[src/rtl/yasac_pkg.sv]
// Shared encodings for the YASAC control unit: opcodes, ALU operations and FSM states.
package yasac_pkg;

  localparam int OP_STOP = 0;
  localparam int OP_LD   = 1;
  localparam int OP_ST   = 2;
  localparam int OP_MOV  = 3;
  localparam int OP_ADD  = 4;
  localparam int OP_SUB  = 5;
  localparam int OP_AND  = 6;
  localparam int OP_IN   = 7;
  localparam int OP_OUT  = 8;
  localparam int OP_JMP  = 9;
  localparam int OP_JZ   = 10;
  localparam int OP_JC   = 11;
  localparam int OP_NOP  = 12;
  localparam int OP_LAST = OP_NOP;

  typedef enum logic [2:0] {
    ALU_MOV = 3'd0,
    ALU_ADD = 3'd1,
    ALU_SUB = 3'd2,
    ALU_AND = 3'd3
  } alu_op_e;

  typedef enum logic [2:0] {
    S_IDLE   = 3'd0,
    S_FETCH  = 3'd1,
    S_DECODE = 3'd2,
    S_EXEC   = 3'd3,
    S_DONE   = 3'd4
  } state_e;

endpackage

[src/rtl/yasac_wait_timer.sv]
// Memory wait watchdog: counts un-acknowledged request cycles, flags the last allowed one.
module yasac_wait_timer
  import yasac_pkg::*;
#(
  parameter int WAIT_MAX = 15
) (
  input  logic CLK,
  input  logic RESET,
  input  logic clear,
  input  logic enable,
  output logic expired
);

  localparam int CW = $clog2(WAIT_MAX + 1);

  logic [CW-1:0] cnt;

  always_ff @(posedge CLK) begin
    if (!RESET || clear) cnt <= '0;
    else if (enable)     cnt <= cnt + CW'(1);
  end

  // High during the cycle whose increment would reach WAIT_MAX.
  assign expired = enable && (cnt == CW'(WAIT_MAX - 1));

endmodule

[src/rtl/yasac_control_unit.sv]
// YASAC sequencer: fetch/decode/execute FSM driving PC, IR, memory and datapath strobes.
module yasac_control_unit
  import yasac_pkg::*;
#(
  parameter int WAIT_MAX = 15,
  parameter int OPW      = 4
) (
  input  logic           CLK,
  input  logic           RESET,
  input  logic           START,
  input  logic [OPW-1:0] OPCODE,
  input  logic           ZF,
  input  logic           CF,
  input  logic           MEM_ACK,
  output logic           RDY,
  output logic           ERR,
  output logic           PC_CLR,
  output logic           PC_INC,
  output logic           PC_LD,
  output logic           IR_LD,
  output logic           MEM_REQ,
  output logic           MEM_WE,
  output logic [2:0]     ALU_OP,
  output logic           REG_WE,
  output logic           FLAG_WE,
  output logic           IO_RD,
  output logic           IO_WR
);

  state_e         state, nxt;
  logic [OPW-1:0] op_q;
  logic           err_q, err_set, err_clr;
  logic           mem_req, tmo;

  yasac_wait_timer #(.WAIT_MAX(WAIT_MAX)) u_wait (
    .CLK     (CLK),
    .RESET   (RESET),
    .clear   (!mem_req || MEM_ACK),
    .enable  (mem_req && !MEM_ACK),
    .expired (tmo)
  );

  always_ff @(posedge CLK) begin
    if (!RESET) begin
      state <= S_IDLE;
      err_q <= 1'b0;
      op_q  <= '0;
    end else begin
      state <= nxt;
      if (err_set)      err_q <= 1'b1;
      else if (err_clr) err_q <= 1'b0;
      // Capture the opcode so EXEC decodes from a stable register.
      if (state == S_DECODE) op_q <= OPCODE;
    end
  end

  always_comb begin
    nxt     = state;
    err_set = 1'b0;
    err_clr = 1'b0;
    RDY     = 1'b0;
    PC_CLR  = 1'b0;
    PC_INC  = 1'b0;
    PC_LD   = 1'b0;
    IR_LD   = 1'b0;
    mem_req = 1'b0;
    MEM_WE  = 1'b0;
    ALU_OP  = ALU_MOV;
    REG_WE  = 1'b0;
    FLAG_WE = 1'b0;
    IO_RD   = 1'b0;
    IO_WR   = 1'b0;
    case (state)
      S_IDLE, S_DONE: begin
        RDY = 1'b1;
        if (START) begin
          PC_CLR  = RESET;
          err_clr = 1'b1;
          nxt     = S_FETCH;
        end
      end
      S_FETCH: begin
        mem_req = 1'b1;
        if (MEM_ACK) begin
          IR_LD  = 1'b1;
          PC_INC = 1'b1;
          nxt    = S_DECODE;
        end else if (tmo) begin
          err_set = 1'b1;
          nxt     = S_DONE;
        end
      end
      S_DECODE: begin
        if (OPCODE == OPW'(OP_STOP)) begin
          nxt = S_DONE;
        end else if (OPCODE > OPW'(OP_LAST)) begin
          err_set = 1'b1;
          nxt     = S_DONE;
        end else begin
          nxt = S_EXEC;
        end
      end
      S_EXEC: begin
        nxt = S_FETCH;
        case (int'(op_q))
          OP_LD, OP_ST: begin
            mem_req = 1'b1;
            MEM_WE  = (int'(op_q) == OP_ST);
            if (MEM_ACK) begin
              REG_WE = (int'(op_q) == OP_LD);
            end else if (tmo) begin
              err_set = 1'b1;
              nxt     = S_DONE;
            end else begin
              nxt = S_EXEC;
            end
          end
          OP_MOV: begin ALU_OP = ALU_MOV; REG_WE = 1'b1; end
          OP_ADD: begin ALU_OP = ALU_ADD; REG_WE = 1'b1; FLAG_WE = 1'b1; end
          OP_SUB: begin ALU_OP = ALU_SUB; REG_WE = 1'b1; FLAG_WE = 1'b1; end
          OP_AND: begin ALU_OP = ALU_AND; REG_WE = 1'b1; FLAG_WE = 1'b1; end
          OP_IN:  begin IO_RD = 1'b1; REG_WE = 1'b1; end
          OP_OUT: IO_WR = 1'b1;
          OP_JMP: PC_LD = 1'b1;
          OP_JZ:  PC_LD = ZF;
          OP_JC:  PC_LD = CF;
          default: ;
        endcase
      end
      default: nxt = S_IDLE;
    endcase
  end

  assign MEM_REQ = mem_req;
  assign ERR     = err_q;

endmodule
[config.mk]
export PLATFORM = sky130hd
export DESIGN_NAME = yasac_control_unit
export DESIGN_NICKNAME = d
export VERILOG_FILES = /design/src/rtl/yasac_pkg.sv /design/src/rtl/yasac_wait_timer.sv /design/src/rtl/yasac_control_unit.sv
export SDC_FILE = /design/constraint.sdc
export NUM_CORES = 1
export LEC_CHECK = 0
export CAP_MARGIN = 20
export CORE_UTILIZATION = 51
export CTS_BUF_LIST = sky130_fd_sc_hd__clkbuf_4
export CTS_CLUSTER_SIZE = 40
export DETAILED_ROUTE_END_ITERATION = 10
export GPL_TIMING_DRIVEN = 0
export PLACE_DENSITY = 0.92
export SYNTH_ARGS = -nofsm -noshare
export SYNTH_HDL_FRONTEND = slang
export SYNTH_SLANG_ARGS = --single-unit
export TNS_END_PERCENT = 30
[constraint.sdc]
create_clock -name CLK -period 2.8 [get_ports CLK]
set_input_delay 0.56 -clock CLK [delete_from_list [all_inputs] [get_ports CLK]]
set_output_delay 0.56 -clock CLK [all_outputs]
set_load 0.02 [all_outputs]
==> results.toml <==
[status]
status = "complete, no violations"

[critical_path]
timing.rr.start = "u_wait.cnt[0]$_SDFFE_PP0N_"
cp-start-kind = "input port"
path_buf_inv = 3
cp-end-kind = "output pin"
cpPeakStageDelay_ns = 0.67
critPathKind = "in -> out"
worstPathMaxFanout = 11
slowest_stage = "clkdlybuf4s50_1"
cp.arrival_ns = 2.07
cp.required_ns = 2.24
crit_start = "RESET"
critPathTopFamily = "buffers and inverters"
cp_cell_sequence = "clkdlybuf4s50_1, nand3_1, inv_1, clkdlybuf4s50_1"
path_common_cell = "clkdlybuf4s50_1"

[logic_synthesis]
yosysUniqueCellTypes = 39
synth_cells = 104
synth_edf_count = 0
ys.flop_type = "dfxtp_1"
avgSynthCellArea_um2 = 7.64
syn_area_um2 = 795
synth-seq-area-share_pct = 30.2
ys.warnings.count = 0
ys_ff_latch = 12
synthArstFlopShare_pct = 0
syn_nets = 116

[clock_network]
cts_buffer_depth = 2
ctsRootBufferMaster = "clkbuf_4"
cts_tree = "done"
insertion_delay_ns = 0.28
clk_pin_slew_ns = 0.07
cts_buffers = 3
cts_max_level = 1
clkSinkCount = 12

[routing]
vias_per_cell = 5.70
avgRoutedWirePerCell_um = 13.6
finalWirelength_um = 1960
final_antenna_net_count = 0
drc = 0
drt_iter0_markers = 28
num_vias = 821
first_pass_iters = 4

[placement]
hpwlAfterDp_um = 1470
dpl_cell_area_um2 = 1040
dp_cells = 142
io_buffers = 23
gp_congestion = 0.836
dp_slack_ns = -0.0881

[power_and_ir_drop]
p_comb_share_pct = 44.5
ir_drop_uv = 320
switchingPower_w = 0.000205
p_leak_nw = 0.448
power_density_nw_per_um2 = 511
clkPwrFrac_pct = 19.8
seq_power_share_pct = 35.7
switching_share_pct = 37.1
internal_power_w = 0.000348

[layout]
final_common_cell = "clkdlybuf4s50_1"
fin_util_pct = 79.1
layout.nets = 143
fin_cells = 144
most-common-layout-cells = "20 x clkdlybuf4s50_1, 16 x nand2_1, 14 x nor2_1, 12 x dfxtp_1, 7 x a21oi_1"
drive_gt1_share_pct = 9.30
final_cell_area_um2 = 1080
area_growth_pct = 36.1
antennaDiodeCount = 0

[floorplanning]
fp-row-count = 13
die_h_um = 41.5
dieArea_um2 = 1720
boundaryPins = 25
start_util_pct = 58.2
die_w_um = 41.5
core_um2 = 1370

[sta]
setup_ws_ns = 0.175
finalHoldViolCount = 0
slew_viol_final = 0
fin_crit_sh_pct = 93.8
fin_tns_setup_ns = 0
finalSetupViolCount = 0
rsz0062_at_grt = "no"
fmax_mhz = 381
period_needed_ns = 2.63
fin_skew_ns = 0.00364

[min_path]
worstHoldStart = "u_wait.cnt[0]$_SDFFE_PP0N_"
hold_class = "reg -> reg"

[global_routing]
grt_overflow_total = 0
grt_pass1_vias = 782
grtUsageTotal_pct = 24.8
grt_pass1_wl_um = 3330
grt_max_degree = 11
antenna_found_initial = 0

[flow_run]
drv_cap = 0
-- per-stage QoR --
step	power, W	hold slack, ns
3_3_place_gp	0.000428	0.446
4_1_cts	0.000549	0.485
2_1_floorplan	0.000353	0.430
3_5_place_dp	0.000434	0.467
5_1_grt	0.000584	0.513
6_report	0.000552	0.491
-- path summary, 6_finish.rpt --
kind | end | cells after the start | slack, ns
worst max-delay path | PC_CLR | 4 | 0.17
worst max register to register | state[0]$_SDFFE_PN0P_ | 6 | 1.34
worst min-delay path | u_wait.cnt[0]$_SDFFE_PP0N_ | 1 | 0.49
worst min register to register | u_wait.cnt[0]$_SDFFE_PP0N_ | 1 | 0.49
-- power groups by stage --
stage	logic (W)	clock network, W	registers (W)
global route	0.000267	0.000118	0.000199
CTS	0.000244	0.000109	0.000197
detailed placement	0.000234	0	0.000201
finish	0.000246	0.000109	0.000197
global placement	0.000228	0	0.000200
floorplan	0.000155	0	0.000198
-- kinds of logic (layout without fill, tap and decap cells) --
family | Yosys count | count (layout) | synth area share (%)
simple gates | 53 | 53 | 35.0
buf+inv | 10 | 35 | 7.72
flops | 12 | 12 | 30.2
other cells | 1 | 1 | 0.472
xor+xnor | 3 | 3 | 4.25
compound gates | 23 | 23 | 19.2
fa+ha+maj | 2 | 2 | 3.15
-- per-layer routing --
layer / track usage, % / wire (um) / vias to the layer above
met5: 0 / 0 / -
met4: 12.3 / 54 / 0
met3: 3.91 / 140 / 7
met2: 42.8 / 936 / 41
met1: 29.3 / 829 / 366
li1: - / - / 407
-- flip-flops by register name, indices dropped and copies added (netlist names) --
name / flops
u_wait.cnt: 4
state: 3
ERR: 1
op_q: 4
-- synthesized netlist by cell type (2+ instances only) --
cell / instances / share of area (%)
nor2_1: 14 / 6.6
nor3_1: 2 / 1.3
buf_4: 4 / 3.8
o21ai_0: 3 / 1.9
or3b_1: 2 / 2.2
nand2_1: 16 / 7.6
nand2b_1: 3 / 2.4
or2_1: 2 / 1.6
a21oi_1: 7 / 4.4
nand3_1: 3 / 1.9
a21boi_0: 4 / 3.8
ha_1: 2 / 3.1
o21a_1: 3 / 2.8
dfxtp_1: 12 / 30
inv_1: 3 / 1.4
-- timing repair --
item,in CTS,in global routing
endpoints found under the setup margin,2,4
buffers inserted,0,0
hold buffers,0,0
gates resized for setup,2,3
-- worst reg2reg max path, cell delays in order, from the launching register on --
cell,delay [ns]
dfxtp_1,0.35
inv_1,0.07
ha_1,0.14
nand3_1,0.16
nor4_1,0.32
nand4bb_1,0.18
o311ai_1,0.11
-- area by class of cell --
type | count | area (um2)
Timing Repair Buffer | 23 | 238
Buffer | 6 | 46.3
Clock buffer | 3 | 22.5
Inverter | 3 | 11.3
Sequential cell | 12 | 240
Multi-Input combinational cell | 82 | 504
Tap cell | 15 | 18.8
Fill cell | 108 | 285
No activity file was read; power rests on OpenSTA's default activity.
